**src/rtl/mips_pkg.sv**
```systemverilog
// Shared MIPS pipeline definitions: NOP encoding, rs/rt field positions,
// fetch FSM states and the skid buffer entry layout.
package mips_pkg;

    localparam logic [31:0] NOP_INSTR = 32'h0000_0000;

    localparam int RS_MSB = 25;
    localparam int RS_LSB = 21;
    localparam int RT_MSB = 20;
    localparam int RT_LSB = 16;

    typedef enum logic {
        S_FETCH = 1'b0,
        S_HOLD  = 1'b1
    } fetch_state_t;

    // One fetched word together with the PC+4 that belongs to it
    typedef struct packed {
        logic [31:0] ir;
        logic [31:0] npc;
    } skid_entry_t;

endpackage

```
**src/rtl/fetch_skid.sv**
```systemverilog
// Single-entry skid buffer holding an instruction and its npc while decode
// is stalled. clear wins over load; unload empties the entry.
module fetch_skid
    import mips_pkg::*;
(
    input  logic        clk,
    input  logic        rst_n,
    input  logic        load,
    input  logic        unload,
    input  logic        clear,
    input  skid_entry_t din,
    output skid_entry_t dout,
    output logic        full
);

    // Entry storage and occupancy flag
    always_ff @(posedge clk or negedge rst_n) begin
        if (!rst_n) begin
            dout <= '0;
            full <= 1'b0;
        end else if (clear) begin
            full <= 1'b0;
        end else if (load) begin
            dout <= din;
            full <= 1'b1;
        end else if (unload) begin
            full <= 1'b0;
        end
    end

endmodule

```
**src/rtl/fetch_stage.sv**
```systemverilog
// Instruction-fetch stage plus IF/ID register. Owns the PC, fetches over a
// req/ack handshake, parks one word in a skid buffer when decode stalls and
// redirects on taken branches (branch > stall > fetch).
// Optional build macro FETCH_STATS_EN adds fetched/bubble counters.
module fetch_stage
    import mips_pkg::*;
#(
    parameter logic [31:0] RESET_PC = 32'h0000_0000
) (
    input  logic        clk,
    input  logic        rst_n,
    input  logic        stall,
    input  logic        branch_taken,
    input  logic [31:0] branch_target,
    output logic        imem_req,
    output logic [31:0] imem_addr,
    input  logic        imem_ack,
    input  logic [31:0] imem_rdata,
    output logic        id_valid,
    output logic [31:0] id_ir,
    output logic [31:0] id_npc,
`ifdef FETCH_STATS_EN
    output logic [31:0] stat_fetched,
    output logic [31:0] stat_bubbles,
`endif
    output logic [4:0]  IR_rs,
    output logic [4:0]  IR_rt
);

    fetch_state_t state, state_n;
    logic [31:0]  pc, pc_plus4;
    logic         redirect, bubble, cap_fetch, cap_skid, pc_adv;
    logic         skid_load, skid_unload, skid_full;
    skid_entry_t  skid_din, skid_dout;

    assign pc_plus4  = pc + 32'd4;
    assign imem_addr = pc;
    // Request is withdrawn while reset is held even though state is S_FETCH
    assign imem_req  = (state == S_FETCH) && rst_n;
    assign IR_rs     = id_ir[RS_MSB:RS_LSB];
    assign IR_rt     = id_ir[RT_MSB:RT_LSB];
    assign skid_din  = '{ir: imem_rdata, npc: pc_plus4};

    fetch_skid u_skid (
        .clk    (clk),
        .rst_n  (rst_n),
        .load   (skid_load),
        .unload (skid_unload),
        .clear  (redirect),
        .din    (skid_din),
        .dout   (skid_dout),
        .full   (skid_full)
    );

    // FSM state register
    always_ff @(posedge clk or negedge rst_n) begin
        if (!rst_n) state <= S_FETCH;
        else        state <= state_n;
    end

    // Next state and datapath controls; a redirect overrides everything,
    // including a word acked in the same cycle
    always_comb begin
        state_n     = state;
        redirect    = 1'b0;
        bubble      = 1'b0;
        cap_fetch   = 1'b0;
        cap_skid    = 1'b0;
        pc_adv      = 1'b0;
        skid_load   = 1'b0;
        skid_unload = 1'b0;
        if (branch_taken) begin
            redirect = 1'b1;
            state_n  = S_FETCH;
        end else begin
            unique case (state)
                S_FETCH: begin
                    if (imem_ack) begin
                        pc_adv = 1'b1;
                        if (stall) begin
                            skid_load = 1'b1;
                            state_n   = S_HOLD;
                        end else begin
                            cap_fetch = 1'b1;
                        end
                    end else if (!stall) begin
                        bubble = 1'b1;
                    end
                end
                S_HOLD: begin
                    if (!stall && skid_full) begin
                        cap_skid    = 1'b1;
                        skid_unload = 1'b1;
                        state_n     = S_FETCH;
                    end else if (!stall) begin
                        state_n = S_FETCH;
                    end
                end
                default: state_n = S_FETCH;
            endcase
        end
    end

    // PC and IF/ID register
    always_ff @(posedge clk or negedge rst_n) begin
        if (!rst_n) begin
            pc       <= RESET_PC;
            id_valid <= 1'b0;
            id_ir    <= NOP_INSTR;
            id_npc   <= 32'h0;
        end else begin
            if (redirect)    pc <= {branch_target[31:2], 2'b00};
            else if (pc_adv) pc <= pc_plus4;

            if (redirect || bubble) begin
                id_valid <= 1'b0;
                id_ir    <= NOP_INSTR;
            end else if (cap_fetch) begin
                id_valid <= 1'b1;
                id_ir    <= imem_rdata;
                id_npc   <= pc_plus4;
            end else if (cap_skid) begin
                id_valid <= 1'b1;
                id_ir    <= skid_dout.ir;
                id_npc   <= skid_dout.npc;
            end
        end
    end

`ifdef FETCH_STATS_EN
    // Counters for instructions written into IF/ID and unstalled bubbles
    always_ff @(posedge clk or negedge rst_n) begin
        if (!rst_n) begin
            stat_fetched <= 32'h0;
            stat_bubbles <= 32'h0;
        end else begin
            if (cap_fetch || cap_skid)              stat_fetched <= stat_fetched + 32'd1;
            if ((redirect || bubble) && !stall)     stat_bubbles <= stat_bubbles + 32'd1;
        end
    end
`endif

endmodule

```
**config.mk**
```make
export PLATFORM = sky130hd
export DESIGN_NAME = fetch_stage
export DESIGN_NICKNAME = d
export VERILOG_FILES = /design/src/rtl/mips_pkg.sv /design/src/rtl/fetch_skid.sv /design/src/rtl/fetch_stage.sv
export SDC_FILE = /design/constraint.sdc
export NUM_CORES = 1
export LEC_CHECK = 0
export ABC_CLOCK_PERIOD_IN_PS = 6000
export CORE_MARGIN = 3
export CORE_UTILIZATION = 30
export CTS_BUF_LIST = sky130_fd_sc_hd__clkbuf_8 sky130_fd_sc_hd__clkbuf_16
export DETAILED_ROUTE_END_ITERATION = 10
export GPL_TIMING_DRIVEN = 0
export SYNTH_ARGS = -nofsm -noshare
export SYNTH_HDL_FRONTEND = slang
export SYNTH_SLANG_ARGS = --single-unit
```
**constraint.sdc**
```tcl
create_clock -name clk -period 6 [get_ports clk]
set_input_delay 1.2 -clock clk [delete_from_list [all_inputs] [get_ports clk]]
set_output_delay 1.2 -clock clk [all_outputs]
set_load 0.01 [all_outputs]
```
==> results of run 1 <==
state kept, by name, indices dropped and copies added, names as in the netlist:
register and count:
id_npc 30, u_skid.full 1, id_ir 32, id_valid 1, u_skid.dout 62, state 1
imem_addr 30
path summary, 6_finish.rpt:
kind / cells after the start / to / startpoint
max in group asynchronous: 2 / u_skid.dout[19] / rst_n
hold reg to reg: 2 / id_npc[6] / id_npc[6]
min in group asynchronous: 1 / id_ir[7] / rst_n
hold / removal: 2 / id_npc[6] / id_npc[6]
setup / recovery: 4 / imem_req / rst_n
setup reg to reg: 6 / id_npc[20] / imem_addr[2]
layout make-up:
type                            instances  area, um2  area share
Timing Repair Buffer                  170       1720       0.166
Tap cell                              324        405      0.0391
Clock buffer                           18        439      0.0424
Multi-Input combinational cell        545       3350       0.323
Inverter                                6       22.5     0.00217
Sequential cell                       157       3930       0.379
Clock inverter                         14        156      0.0151
Buffer                                 66        343      0.0331
worst register-to-register path, delay by kind of cell (launching register included):
| family | cells | cell delay, ns |
|---|---|---|
| AND/OR/NAND/NOR | 3 | 1.06 |
| flip-flops | 1 | 0.57 |
| AO/OA/AOI/OAI | 2 | 0.40 |
| adder cells (fa/ha/maj) | 1 | 0.30 |
cells by family (layout without fill, tap and decap cells):
| group | count (synthesis) | count (layout) | synth area share |
|---|---|---|---|
| simple gates | 263 | 263 | 0.166 |
| flops | 157 | 157 | 0.515 |
| compound gates | 151 | 151 | 0.106 |
| mux | 72 | 72 | 0.101 |
| buf+inv | 72 | 274 | 0.0479 |
| xor+xnor | 54 | 54 | 0.0620 |
| fa+ha+maj | 1 | 1 | 0.00164 |
| other cells | 1 | 4 | 0.000491 |
stage by stage:
step	std cells	utilization
after global placement	1267	0.395
after global routing	1300	0.420
after floorplan	774	-
final	1300	0.420
after CTS	1300	0.420
after detailed placement	1268	0.396
cells in the mapped netlist (3+ instances only):
cell type and count:
sky130_fd_sc_hd__a31oi_1 6, sky130_fd_sc_hd__nor2_1 54, sky130_fd_sc_hd__a22oi_1 7, sky130_fd_sc_hd__buf_1 3
sky130_fd_sc_hd__nand3_1 31, sky130_fd_sc_hd__inv_1 6, sky130_fd_sc_hd__xor2_1 32, sky130_fd_sc_hd__and3_1 15
sky130_fd_sc_hd__dfrtp_1 157, sky130_fd_sc_hd__nor3_2 3, sky130_fd_sc_hd__buf_4 14, sky130_fd_sc_hd__clkbuf_1 20
sky130_fd_sc_hd__nand2b_1 3, sky130_fd_sc_hd__nand2_1 110, sky130_fd_sc_hd__clkbuf_2 3, sky130_fd_sc_hd__mux2i_1 34
sky130_fd_sc_hd__buf_2 25, sky130_fd_sc_hd__o21ai_0 86, sky130_fd_sc_hd__nor4_1 4, sky130_fd_sc_hd__mux2_2 38
sky130_fd_sc_hd__and2_1 3, sky130_fd_sc_hd__nor3_1 8, sky130_fd_sc_hd__xnor2_1 22, sky130_fd_sc_hd__a21o_1 3
sky130_fd_sc_hd__a21oi_1 40, sky130_fd_sc_hd__nor4_2 3, sky130_fd_sc_hd__nand4_1 16
report_power, final:
group / switching, W / internal, W
combinational: 0.000319 / 0.000361
clock: 0.000473 / 0.000633
sequential: 0.000112 / 0.00124
per-layer routing:
metal,vias to the layer above,GRT usage,wire [um]
met4,0,0.0412,254
met3,20,0.0412,1700
met5,-,0,0
li1,3025,-,-
met2,226,0.268,10400
met1,2910,0.232,10400
==> flow_metrics.py, run 1 <==
metrics = {
    "route": {
        "dr.pass1.iters": 5,
        "routed_wire_length_per_instance_um": 17.4,
        "drt-total-wl_um": 22700,
        "viasPerCell": 4.75,
        "drt_iter0_drc": 412,
        "detailroute.via_count": 6181,
        "ant_nets": 0,
        "post-route-drc-count": 0,
    },
    "critical_path": {
        "crit_type": "in2out",
        "timing.critical_path.fanout_max": 112,
        "critical-path-top-delay-family": "buffers and inverters",
        "cp.arrival_ns": 2.82,
        "crit_path_end_kind": "output port",
        "slowest_delay_ns": 0.59,
        "setup.worst_path.start_class": "input pin",
        "timing.critical_path.slowest_stage_cell": "sky130_fd_sc_hd__clkdlybuf4s50_1",
        "rrSetupSlack_ns": 3.55,
        "critical_path_required_ns": 4.80,
        "crit_chain": "buf_8 -> buf_16 -> nor2b_1 -> clkdlybuf4s50_1",
        "critPathBufInv": 3,
    },
    "synth": {
        "postSynth.asyncResetShare": 1.00,
        "synth_largest_type_area_fraction": 0.515,
        "synth_cell_types": 46,
        "yosysTopAreaCell": "sky130_fd_sc_hd__dfrtp_1",
        "synth.top_cells.by_area": "sky130_fd_sc_hd__dfrtp_1 (51%), sky130_fd_sc_hd__o21ai_0 (5.6%), sky130_fd_sc_hd__mux2_2 (5.6%)",
        "ys_seq_area_frac": 0.515,
        "synth_enable_flop_cells": 0,
        "avgSynthCellArea_um2": 9.90,
        "synthCells": 771,
        "ys_dominant_reg_cell": "sky130_fd_sc_hd__dfrtp_1",
        "synth_seq_cells": 157,
        "synth_area_um2": 7630,
        "ys.warnings.count": 0,
    },
    "clocking": {
        "cts_setup_buffers": 0,
        "number_of_buffers_created_by_cts": 17,
        "post_cts_resize_count": 0,
        "cts.clk_slew.worst_paths_ns": 0.07,
        "clockRootBuffer": "sky130_fd_sc_hd__clkbuf_16",
        "numClockSinks": 157,
        "clockBufferDepth": 2,
        "post_cts_hold_buffer_count": 0,
        "clock_tree_from_tritoncts": "done",
        "h_tree_depth_reported_by_cts": 4,
        "clock_insertion_delay_worst_skew_ns": 0.43,
    },
    "cells_and_area": {
        "cell_area_after_layout_um2": 10400,
        "post_route_cells_drive_above_1_share": 0.130,
        "layout_common_cells": "sky130_fd_sc_hd__clkdlybuf4s50_1 (168), sky130_fd_sc_hd__dfrtp_1 (157), sky130_fd_sc_hd__nand2_1 (110)",
        "nFillCells": 2470,
        "nNetsFinal": 1033,
        "num_antenna_cells": 0,
        "layout-area-overhead-vs-synth_pct": 35.9,
        "mostFrequentLayoutCell": "sky130_fd_sc_hd__clkdlybuf4s50_1",
    },
    "power_and_ir_drop": {
        "total_power_consumption_of_the_routed_design_w": 0.00314,
        "p_per_area_nw_per_um2": 302,
        "power_leakage_nw": 4.22,
        "vdd_drop_max_mv": 0.155,
    },
    "status": {
        "status": "completed",
    },
    "sta": {
        "relSlewSlack": 0.531,
        "finalCritPeriodShare": 0.670,
        "unrepaired_setup_endpoints_after_global_routing": "false",
        "setup_violators_final": 0,
        "finalHoldViolations": 0,
        "fin_worst_hold_slack_ns": 0.466,
        "timing.final.ws_setup_ns": 1.98,
        "tightest_slew_ns": 0.698,
        "fmax_ghz": 0.249,
        "finalSetupTns_ns": 0,
        "timing_max_transition_violations_final": 0,
        "finalClockSkew_ns": 0.00685,
        "final.min_clock_period_ns": 4.02,
    },
    "placed_design": {
        "dpl_cell_area_um2": 9770,
        "post-dp-hpwl_um": 16900,
        "place.port_buffers": 169,
        "preCtsSetupSlack_ns": 1.91,
        "finalWeightedCongestion": 0.921,
    },
    "global_route": {
        "via_count_of_the_first_global_routing_pass": 6182,
        "groute.usage.overall": 0.169,
        "grt_antenna_before_repair": 0,
        "grt.overflow.total": 0,
        "wire_length_of_the_first_global_routing_pass_um": 35300,
        "pin_count_of_the_biggest_net_entering_global_routing": 113,
    },
    "die": {
        "floorplan.die.width_um": 165,
        "floorplan.initialDensity": 0.309,
        "floorplan.die.height_um": 165,
        "placement_rows": 57,
        "fp.dieArea_um2": 27400,
        "ioPinCount": 177,
        "core_area_um2": 24700,
    },
    "min_path": {
        "hold_path_class": "reg2reg",
    },
    "job": {
        "max_cap_viol_count": 0,
    },
}
(Power assumes the default switching activity.)
==> run 2: changes to the inputs <==
- ABC_CLOCK_PERIOD_IN_PS: 6000 -> 3800
- clock period: 6 -> 3.8 ns (I/O delays scaled with it)
==> results of run 2 <==
The final DEF is identical to that of run 1. Status: completed.
Main changes from that run: setup slack after placement 1.91 ns -> 0.594 ns; setup slack after layout 1.98 ns -> 0.663 ns; hold slack 0.466 ns -> 0.215 ns; register-to-register setup slack 3.55 ns -> 1.35 ns; total power 0.00314 W -> 0.00495 W; worst IR drop on VDD 0.155 mV -> 0.244 mV
==> run 3: changes to the inputs <==
- ABC_CLOCK_PERIOD_IN_PS: 3800 -> 3200
- clock period: 3.8 -> 3.2 ns (I/O delays scaled with it)
==> results of run 3 <==
The final DEF is identical to that of run 1. Status: completed.
Main changes from that run: setup slack after placement 1.91 ns -> 0.234 ns; setup slack after layout 1.98 ns -> 0.303 ns; hold slack 0.466 ns -> 0.0949 ns; register-to-register setup slack 3.55 ns -> 0.75 ns; total power 0.00314 W -> 0.00588 W; worst IR drop on VDD 0.155 mV -> 0.290 mV
